**config.mk**
```make
export PLATFORM = sky130hd
export DESIGN_NAME = serial_parallel_divider
export DESIGN_NICKNAME = d
export VERILOG_FILES = /design/src/rtl/serial_parallel_divider_pkg.sv /design/src/rtl/serial_parallel_divider_step.sv /design/src/rtl/serial_parallel_divider.sv
export SDC_FILE = /design/constraint.sdc
export NUM_CORES = 1
export LEC_CHECK = 0
export ABC_CLOCK_PERIOD_IN_PS = 2800
export BUFFER_PORTS_ARGS = -buffer_cell sky130_fd_sc_hd__buf_2
export CAP_MARGIN = 20
export CORE_MARGIN = 8
export CORE_UTILIZATION = 30
export DETAILED_ROUTE_END_ITERATION = 10
export SLEW_MARGIN = 20
export SYNTH_ARGS = -nofsm -noshare
export SYNTH_HDL_FRONTEND = slang
export SYNTH_HIERARCHICAL = 1
export SYNTH_SLANG_ARGS = --single-unit
```
**constraint.sdc**
```tcl
create_clock -name clk -period 2.8 [get_ports clk]
set_input_delay 0.28 -clock clk [delete_from_list [all_inputs] [get_ports clk]]
set_output_delay 0.28 -clock clk [all_outputs]
set_load 0.01 [all_outputs]
```
**src/rtl/serial_parallel_divider_pkg.sv**
```systemverilog
// Shared arithmetic package for the serial-parallel multiplier/divider pair:
// FSM state encodings and two's-complement magnitude helpers.
package serial_parallel_divider_pkg;

    localparam logic [1:0] ST_IDLE = 2'd0;
    localparam logic [1:0] ST_RUN  = 2'd1;
    localparam logic [1:0] ST_FIX  = 2'd2;

    // Helpers work on a 32-bit container. Callers zero-extend a narrower
    // operand and keep the low bits of the result. The low bits of a
    // negation do not depend on the upper bits, so this is exact for any
    // width up to 32.
    function automatic logic [31:0] twos_negate(input logic [31:0] x);
        return ~x + 32'd1;
    endfunction

    function automatic logic [31:0] twos_abs(input logic [31:0] x, input logic neg);
        return neg ? twos_negate(x) : x;
    endfunction

endpackage

```
**src/rtl/serial_parallel_divider_step.sv**
```systemverilog
// One restoring-division step: shift the next dividend bit into the partial
// remainder, then subtract the divisor magnitude if it fits.
module div_restore_step #(
    parameter int WIDTH = 8
) (
    input  logic [WIDTH-1:0] rem_in,
    input  logic [WIDTH-1:0] q_in,
    input  logic [WIDTH-1:0] divisor_mag,
    output logic [WIDTH-1:0] rem_out,
    output logic [WIDTH-1:0] q_out
);

    logic [WIDTH:0]   shifted;
    logic [WIDTH-1:0] diff;
    logic             ge;

    // Compare/subtract on the WIDTH+1-bit shifted remainder. When the top bit
    // is set the value already exceeds any WIDTH-bit divisor, and the wrapped
    // WIDTH-bit difference is exact because the result is below the divisor.
    always_comb begin
        shifted = {rem_in, q_in[WIDTH-1]};
        ge      = shifted[WIDTH] || (shifted[WIDTH-1:0] >= divisor_mag);
        diff    = shifted[WIDTH-1:0] - divisor_mag;
        rem_out = ge ? diff : shifted[WIDTH-1:0];
        q_out   = {q_in[WIDTH-2:0], ge};
    end

endmodule

```
**src/rtl/serial_parallel_divider.sv**
```systemverilog
// Sequential signed restoring divider, one quotient bit per clock.
// Operands are taken on start while idle; results come back with a done pulse.
module serial_parallel_divider
    import serial_parallel_divider_pkg::*;
#(
    parameter int WIDTH = 8
) (
    input  logic             clk,
    input  logic             rst_n,
    input  logic             start,
    input  logic [WIDTH-1:0] dividend,
    input  logic [WIDTH-1:0] divisor,
    output logic [WIDTH-1:0] quotient,
    output logic [WIDTH-1:0] remainder,
    output logic             busy,
    output logic             done,
    output logic             div_by_zero,
    output logic             overflow
);

    localparam int             CW      = $clog2(WIDTH) + 1;
    localparam logic [CW-1:0]  LAST    = CW'(WIDTH - 1);
    localparam logic [WIDTH-1:0] MIN_VAL = {1'b1, {(WIDTH-1){1'b0}}};

    logic [1:0]       state, next_state;
    logic [CW-1:0]    cnt;
    logic [WIDTH-1:0] rem_r, q_r, dmag_r;
    logic             dvd_neg_r, dvs_neg_r, dz_r, ovf_r;

    logic             accept, step_en, fix_en;
    logic [WIDTH-1:0] dvd_mag, dvs_mag;
    logic [WIDTH-1:0] rem_nxt, q_nxt;
    logic [WIDTH-1:0] q_neg, rem_neg;

    div_restore_step #(.WIDTH(WIDTH)) u_step (
        .rem_in      (rem_r),
        .q_in        (q_r),
        .divisor_mag (dmag_r),
        .rem_out     (rem_nxt),
        .q_out       (q_nxt)
    );

    // Operand magnitudes and result negations; |MIN| fits as unsigned WIDTH bits.
    always_comb begin
        dvd_mag = WIDTH'(twos_abs(32'(dividend), dividend[WIDTH-1]));
        dvs_mag = WIDTH'(twos_abs(32'(divisor), divisor[WIDTH-1]));
        q_neg   = WIDTH'(twos_negate(32'(q_r)));
        rem_neg = WIDTH'(twos_negate(32'(rem_r)));
    end

    // FSM state register.
    always_ff @(posedge clk or negedge rst_n) begin
        if (!rst_n) state <= ST_IDLE;
        else        state <= next_state;
    end

    // FSM next-state logic; a zero divisor skips the iteration entirely.
    always_comb begin
        next_state = state;
        case (state)
            ST_IDLE: if (start) next_state = (divisor == '0) ? ST_FIX : ST_RUN;
            ST_RUN:  if (cnt == LAST) next_state = ST_FIX;
            ST_FIX:  next_state = ST_IDLE;
            default: next_state = ST_IDLE;
        endcase
    end

    // FSM outputs: busy spans accept edge to done edge; start is ignored while busy.
    always_comb begin
        busy    = (state != ST_IDLE);
        accept  = (state == ST_IDLE) && start;
        step_en = (state == ST_RUN);
        fix_en  = (state == ST_FIX);
    end

    // Datapath: load operands, iterate restoring steps, then sign-fix the results.
    always_ff @(posedge clk or negedge rst_n) begin
        if (!rst_n) begin
            cnt         <= '0;
            rem_r       <= '0;
            q_r         <= '0;
            dmag_r      <= '0;
            dvd_neg_r   <= 1'b0;
            dvs_neg_r   <= 1'b0;
            dz_r        <= 1'b0;
            ovf_r       <= 1'b0;
            quotient    <= '0;
            remainder   <= '0;
            done        <= 1'b0;
            div_by_zero <= 1'b0;
            overflow    <= 1'b0;
        end else begin
            done <= 1'b0;
            if (accept) begin
                cnt       <= '0;
                rem_r     <= '0;
                q_r       <= dvd_mag;
                dmag_r    <= dvs_mag;
                dvd_neg_r <= dividend[WIDTH-1];
                dvs_neg_r <= divisor[WIDTH-1];
                dz_r      <= (divisor == '0);
                ovf_r     <= (dividend == MIN_VAL) && (divisor == '1);
            end else if (step_en) begin
                cnt   <= cnt + CW'(1);
                rem_r <= rem_nxt;
                q_r   <= q_nxt;
            end else if (fix_en) begin
                done        <= 1'b1;
                div_by_zero <= dz_r;
                overflow    <= ovf_r;
                if (dz_r) begin
                    // q_r still holds |dividend|; re-signing it restores the dividend.
                    quotient  <= '1;
                    remainder <= dvd_neg_r ? q_neg : q_r;
                end else begin
                    // MIN / -1 leaves q_r = |MIN| with equal signs, i.e. the wrapped MIN.
                    quotient  <= (dvd_neg_r ^ dvs_neg_r) ? q_neg : q_r;
                    remainder <= dvd_neg_r ? rem_neg : rem_r;
                end
            end
        end
    end

endmodule

```
==> key figures, run 1 <==
Die
  – Core ar.: 0.0114 mm2
  – Die Span X: ~120 um
  – Die area: 0.0153 mm2
  – Die Span Y: 124 um
  – Starting Density: 0.307
  – Row cnt: 39
  – I/O Pins: 39

Power
  – P_leak: between 1.5 and 2 nW
  – Logic gate share of total power: 0.528
  – Pint: between 2 and 3 mW
  – Net Sw Power: 2.06 mW
  – PwrDens: 1220 mW/mm2
  – Peak supply drop: 0.451 mV
  – Clock share of power: 0.163
  – Reg power frac: 0.309
  – Switch share: 0.421

Critical path
  – Worst-path cell chain: inv_1 -> ha_1 -> fa_1 -> nor2b_4 -> o31a_1 -> o2111ai_4 -> nand3_4 -> mux2_4 -> nand2_1 -> o21ai_0
  – Critical Path RT: 2.97 ns
  – Critical Path Source Type: register
  – CP arrival: 2.57 ns
  – CP peak stage delay: 0.44 ns
  – CP max-delay cell: fa_1
  – Critical Path Sink Type: register
  – Critical path type: register to register
  – CP Max Fanout: 8

Synth
  – Commonest cells post-synth: 56 x nand2_1, 53 x dfrtp_1, 33 x o21ai_0
  – EDFF count, synth: 0
  – Seq/Total Area, Yosys: 0.380
  – Synth async-reset ratio: 1.00
  – Synth warn: 6
  – Register bit total from synthesis: 53
  – Synth Area in Adders: 0.0559
  – Main combinational cell family by area after synthesis: simple AND/OR/NAND/NOR gates
  – Top-count cell post-synth: nand2_1
  – Post-synthesis cell type count: 60
  – Yosys top cell area share: 0.380
  – Synth Area in Compound Gates: 0.186
  – Simple-gate share of the synthesized area: 0.204
  – Mapped Cells: between 300 and 400
  – Dominant cells by area after synthesis: dfrtp_1 38%, nand2_1 6.0%, ha_1 5.0%
  – Synthesized net count: 431
  – Average cell area after synthesis: roughly 9 um2
  – Post-Synth XOR/XNOR Area: 0.0527
  – Mux cell area share after synthesis: 0.0588
  – Synth Flop Type: dfrtp_1
  – Post-synth top area cell: dfrtp_1
  – Mapped Area: about 0.0035 mm2

Place
  – Port Buffers: 38
  – Gpl congestion: 0.842
  – Dpl hpwl: 6540 um

Routing
  – DR pass1 iterations: 4
  – Post-DR vias/cell: 5.20
  – Final WL: between 8000 and 9000 um
  – WL/cell: roughly 15 um
  – Final ANT Viol Nets: 0
  – Via count: 2,949
  – First DRT Iteration DRCs: 147
  – DRC violations left: 0

Timing
  – Skew final: 0.00633 ns
  – RSZ-0062 raised after global routing: no
  – Hold Violations, Final: 0
  – Setup TNS: 0 ns
  – Final setup fails: 0
  – Slew headroom: 0.589
  – Max Slew Vio Count: 0
  – Final period util: 0.860
  – Achievable Freq: roughly 420 MHz
  – Slew @ Worst Pin: around 0.61 ns
  – Fin Hold WS: 0.322 ns
  – Final worst path period need: 2.41 ns

Global routing
  – Vias in the first global route: 2,861
  – Wire length of the first global-routing pass: 14,200 um
  – Largest net degree at the start of global routing: 44
  – Aggregate global routing overflow: 0
  – Initial antenna violation count: 0
  – Gr usage total: 0.114

Hold path
  – Worst min path class: primary input to register

CTS
  – Total CTS buffers: 5
  – CTS Sinks: 53
  – Clock slew at reported path FFs: approximately 0.070 ns
  – H-tree Lvls: 2
  – TritonCTS clock tree: yes
  – Clock latency on the worst-skew pair: about 0.29 ns
  – Clock tree root buffer cell: clkbuf_16
  – Maximum root-to-sink buffer count: 2

Finish
  – P&R area growth vs syn: 14.3%
  – Antenna Cells: 0
  – Register area: 0.00133 mm2
  – Layout Nets: 457
  – Layout cells sized above 1: 0.172
  – Multi-input gate area: 0.00195 mm2
  – Fillcell total: roughly 1,200

Status
  – Outcome: completed

Run
  – Max-Cap Viols: 0
==> worst paths after layout <==
kind	from	endpoint	slack, ns	cells after the start
max	q_r[7]$_DFFE_PN0P_	rem_r[4]$_DFFE_PN0P_	0.39	10
min	divisor[4]	ovf_r$_DFFE_PN0P_	0.32	3
max reg2reg	q_r[7]$_DFFE_PN0P_	rem_r[4]$_DFFE_PN0P_	0.39	10
min reg2reg	overflow$_DFFE_PN0P_	overflow$_DFFE_PN0P_	0.47	2
max in group asynchronous	rst_n	q_r[6]$_DFFE_PN0P_	1.57	3
min in group asynchronous	rst_n	dmag_r[7]$_DFFE_PN0P_	0.40	2
==> worst max-delay path, delay by kind of cell (launching register included) <==
kind	cells	cell delay [ns]
muxes	1	0.31
buffers and inverters	1	0.08
and+or+nand+nor	3	0.37
AOI/OAI and AO/OA	3	0.43
adders and majority gates	2	0.67
DFF	1	0.42
==> timing repair <==
item,in CTS,in global routing
setup buffers,0,0
hold endpoints to repair,10,0
gates resized for setup,0,0
hold buffers,1,0
setup endpoints to repair,0,0
==> power by group through the flow <==
stage               clock (mW)  combinational [mW]  sequential (mW)
finish                   0.795                2.58             1.51
CTS                      0.813                2.59             1.51
global route             0.845                2.88             1.57
detailed placement           0                2.58             1.52
floorplan                    0                2.12             1.39
global placement             0                2.53             1.51
==> layout by cell type (no fill, tap or decap), types with 3 or more instances in the layout <==
master	netlist	final
nor3_1	7	7
mux2i_1	10	10
ha_1	14	14
a21oi_1	22	22
xnor2_1	13	13
and3_1	5	5
dfrtp_1	53	53
or3_1	5	5
o21ai_0	33	33
buf_2	0	38
nand3_1	4	4
nand2_1	56	56
nand3b_1	3	3
nor2_1	28	28
nor2b_1	5	5
buf_4	8	7
a31oi_1	5	5
o31ai_1	14	14
or4_1	3	3
o21a_1	3	3
nor3b_1	4	3
clkbuf_16	0	5
mux2_4	4	4
xor2_1	8	8
nand4_1	6	6
inv_1	23	23
==> per-stage QoR <==
step	util	cells	cell area (um2)	total power [mW]	worst slack (ns)
4_1_cts	0.351	567	3990	4.92	0.393
5_1_grt	0.351	567	3990	5.30	0.225
3_5_place_dp	0.333	558	3790	4.10	0.408
2_1_floorplan	-	397	3490	3.51	0.575
6_report	0.351	567	3990	4.88	0.391
3_3_place_gp	0.333	558	3790	4.04	0.477
==> layer usage <==
layer / global-route usage / wire length [um] / share of wire / vias to the layer above
li1: - / - / - / 1446
met1: 0.167 / 4290 / 0.50 / 1431
met2: 0.169 / 3730 / 0.44 / 67
met3: 0.0218 / 443 / 0.052 / 5
met4: 0.0256 / 61 / 0.0072 / 0
met5: 0 / 0 / 0 / -
==> logic make-up (layout without fill, tap and decap cells) <==
group,after synthesis,in the layout
adder cells (fa/ha/maj),15,15
XOR/XNOR,21,21
buffers and inverters,50,77
flip-flops,53,53
AO/OA/AOI/OAI,100,100
multiplexers,17,17
AND/OR/NAND/NOR,141,141
==> registers in the layout, summed over array words and instances (netlist names) <==
name	cells
cnt	4
div_by_zero	1
dmag_r	8
done	1
dvd_neg_r	1
dvs_neg_r	1
dz_r	1
overflow	1
ovf_r	1
q_r	8
quotient	8
rem_r	8
remainder	8
state	2
==> area by class of cell <==
cell class / count / share of cell area
Clock buffer: 5 / 0.0314
Clock inverter: 3 / 0.0172
Inverter: 23 / 0.0216
Multi-Input combinational cell: 294 / 0.489
Sequential cell: 53 / 0.332
Tap cell: 143 / 0.0448
Timing Repair Buffer: 46 / 0.0633
(Power assumes the default switching activity.)
==> run 2, diff against run 1 <==
--- a/config.mk
+++ b/config.mk
@@ -9,8 +9,9 @@
 export BUFFER_PORTS_ARGS = -buffer_cell sky130_fd_sc_hd__buf_2
 export CAP_MARGIN = 20
 export CORE_MARGIN = 8
-export CORE_UTILIZATION = 30
+export CORE_UTILIZATION = 50
 export DETAILED_ROUTE_END_ITERATION = 10
+export PLACE_DENSITY = 0.7
 export SLEW_MARGIN = 20
 export SYNTH_ARGS = -nofsm -noshare
 export SYNTH_HDL_FRONTEND = slang
==> run 2 against run 1 <==
  * Flip-flop and latch count is the same
  * Worst setup slack got worse by 0.041 ns
  * Power is 6.8% lower
  * Largest power group unchanged
  * Maximum frequency is 1.7% lower
  * Clock-buffer cell count is the same
  * Die area fell by 35%
  * Largest cell class unchanged
==> key figures, run 2 (synthesis results as in run 1) <==
Timing
  – Skew final: 0.0132 ns (+0.00683 ns)
  – Final period util: 0.875 (+0.0145)
  – Max Slew Vio Count: 0 (unchanged)
  – Achievable Freq: 408 MHz (-1.7%)
  – Setup TNS: 0 ns (unchanged)
  – Slew @ Worst Pin: 0.666 ns (+0.0537 ns)
  – Final setup fails: 0 (unchanged)
  – Slew headroom: 0.556 (-0.0329)
  – Final worst path period need: 2.45 ns (+0.0406 ns)
  – Fin Hold WS: 0.273 ns (-0.0495 ns)
  – Min setup slack post-route: 0.350 ns (-0.0406 ns)
  – Hold Violations, Final: 0 (unchanged)
  – RSZ-0062 raised after global routing: no

Power
  – P_leak: 1.75 nW (-2.7%)
  – PwrDens: 1190 mW/mm2 (-2.8%)
  – Peak supply drop: 0.436 mV (-3.3%)
  – Total power: 4.55 mW (-6.8%)

Finish
  – P&R area growth vs syn: 9.64%
  – Finished Layout Cells: 519 (-8.5%)
  – Antenna Cells: 0 (unchanged)
  – Most frequent cells in the layout: 56 x nand2_1, 53 x dfrtp_1, 38 x buf_2
  – Layout Nets: 456 (-0.22%)
  – Commonest non-fill, non-tap cell in the layout: nand2_1
  – Final instance area: 0.00383 mm2 (-4.1%)
  – Final core utilization: 0.563 (+0.212)
  – Layout cells sized above 1: 0.170 (-0.00196)

CTS
  – TritonCTS clock tree: yes
  – Clock tree root buffer cell: clkbuf_8
  – Maximum root-to-sink buffer count: 2 (unchanged)
  – Clock slew at reported path FFs: 0.11 ns (+0.04 ns)
  – H-tree Lvls: 2 (unchanged)
  – Clock latency on the worst-skew pair: 0.32 ns (+0.03 ns)
  – CTS Sinks: 53 (unchanged)
  – CTS resizes: 0 (unchanged)
  – Total CTS buffers: 5 (unchanged)

Die
  – Die area: 0.00991 mm2 (-35%)
  – Starting Density: 0.514 (+0.207)
  – Die Span Y: 99.6 um (-20%)
  – Row cnt: 30 (-23%)
  – Die Span X: 99.6 um (-20%)
  – I/O Pins: 39 (unchanged)
  – Core ar.: 0.00679 mm2 (-40%)

Routing
  – Post-DR vias/cell: 5.65 (+8.6%)
  – First DRT Iteration DRCs: 165 (+12%)
  – WL/cell: 15.2 um (+1.3%)
  – Via count: 2,931 (-0.61%)
  – Final ANT Viol Nets: 0 (unchanged)
  – Final WL: 7900 um (-7.3%)
  – DRC violations left: 0 (unchanged)
  – DR pass1 iterations: 4 (unchanged)

Place
  – Placed insts: 510 (-8.6%)
  – Setup WS pre-CTS: 0.391 ns (-0.0172 ns)
  – Dpl hpwl: 5980 um (-8.6%)
  – Gpl congestion: 0.919 (+9.1%)
  – Port Buffers: 38 (unchanged)
  – Post-DP Area: 0.00372 mm2 (-1.8%)

Critical path
  – CP max-delay cell: dfrtp_1
  – CP Max Fanout: 8 (unchanged)
  – Worst-path cell chain: inv_1 -> ha_1 -> fa_1 -> nor2b_4 -> o31a_1 -> o2111ai_4 -> nand3_4 -> mux2_4 -> nand2_1 -> o21ai_0
  – R2r startpoint: q_r[7]$_DFFE_PN0P_
  – Critical Path Source Type: register
  – R2R setup slack: 0.35 ns (-0.04 ns)
  – Delay-heaviest family, CP: adder cells
  – Worst setup endpoint: rem_r[3]$_DFFE_PN0P_
  – FF-to-FF path depth: 10 (unchanged)
  – Crit path from: q_r[7]$_DFFE_PN0P_
  – CP peak stage delay: 0.45 ns (about the same)
  – Critical Path Sink Type: register
  – Buf/Inv on CP: 1 (unchanged)
  – CP arrival: 2.64 ns (+0.07 ns)
  – Stages on the worst setup path: 10 (unchanged)
  – Critical Path RT: 3.00 ns (+0.03 ns)
  – Critical path type: register to register
  – FF-to-FF End: rem_r[3]$_DFFE_PN0P_

Status
  – Outcome: completed

Global routing
  – Largest net degree at the start of global routing: 35 (-20%)
  – Gr usage total: 0.168 (+0.0535)
  – Vias in the first global route: 2,888 (+0.94%)
  – Wire length of the first global-routing pass: 13,800 um (-3.0%)
  – Initial antenna violation count: 0 (unchanged)
  – Aggregate global routing overflow: 0 (unchanged)

Run
  – Max-Cap Viols: 0 (unchanged)

Hold path
  – Worst min path class: primary input to register
==> run 2: cell count changes in the layout (fill, tap and decap cells not counted), sizes merged <==
| cell | change |
|---|---|
| bufinv | -2 |
| buf | -1 |
| inv | +2 |
==> run 2: what timing repair did <==
item / in CTS / in global routing
endpoints found under the hold margin: 19 / 0
buffers inserted: 0 / 0
endpoints found under the setup margin: 0 / 0
hold buffers: 1 / 0
==> run 2: report_power, final <==
group          switching, mW  internal (mW)  total [mW]  leakage [nW]
combinational           1.36           1.22        2.57          1.03
sequential             0.415           1.09        1.51         0.667
clock                  0.282          0.189       0.471        0.0511
total                   2.05           2.50        4.55          1.75
==> run 2: final cells by class <==
| type | count | area, um2 |
|---|---|---|
| Timing Repair Buffer | 45 | 245 |
| Clock buffer | 5 | 68.8 |
| Inverter | 23 | 86.3 |
| Tap cell | 96 | 120 |
| Clock inverter | 3 | 28.8 |
| Sequential cell | 53 | 1330 |
| Multi-Input combinational cell | 294 | 1950 |
| Fill cell | 642 | 2970 |
==> run 2: worst min path at each step <==
stage                           from                      end  slack (ns)  cells after the start
final                     divisor[7]    dvs_neg_r$_DFFE_PN0P_        0.27                      3
after global routing      divisor[7]    dvs_neg_r$_DFFE_PN0P_        0.27                      3
after CTS                 divisor[7]    dvs_neg_r$_DFFE_PN0P_        0.27                      3
after detailed placement       rst_n  div_by_zero$_DFFE_PN0P_        0.25                      1
after global placement         rst_n  div_by_zero$_DFFE_PN0P_        0.25                      1
after floorplan                rst_n       cnt[0]$_DFFE_PN0P_       -0.02                      0
==> run 2: worst reg2reg max path, cell delays in order (launching register included) <==
cell,delay (ns)
dfrtp_1,0.45
inv_1,0.09
ha_1,0.23
fa_1,0.44
nor2b_4,0.14
o31a_1,0.21
o2111ai_4,0.14
nand3_4,0.17
mux2_4,0.32
nand2_1,0.06
o21ai_0,0.07
==> run 2: layer usage <==
layer,part of all wire,vias to the layer above,track usage
met3,0.043,4,0.0272
met5,0,-,0
met1,0.49,1398,0.236
met4,0.0075,0,0.0431
met2,0.46,83,0.259
li1,-,1446,-
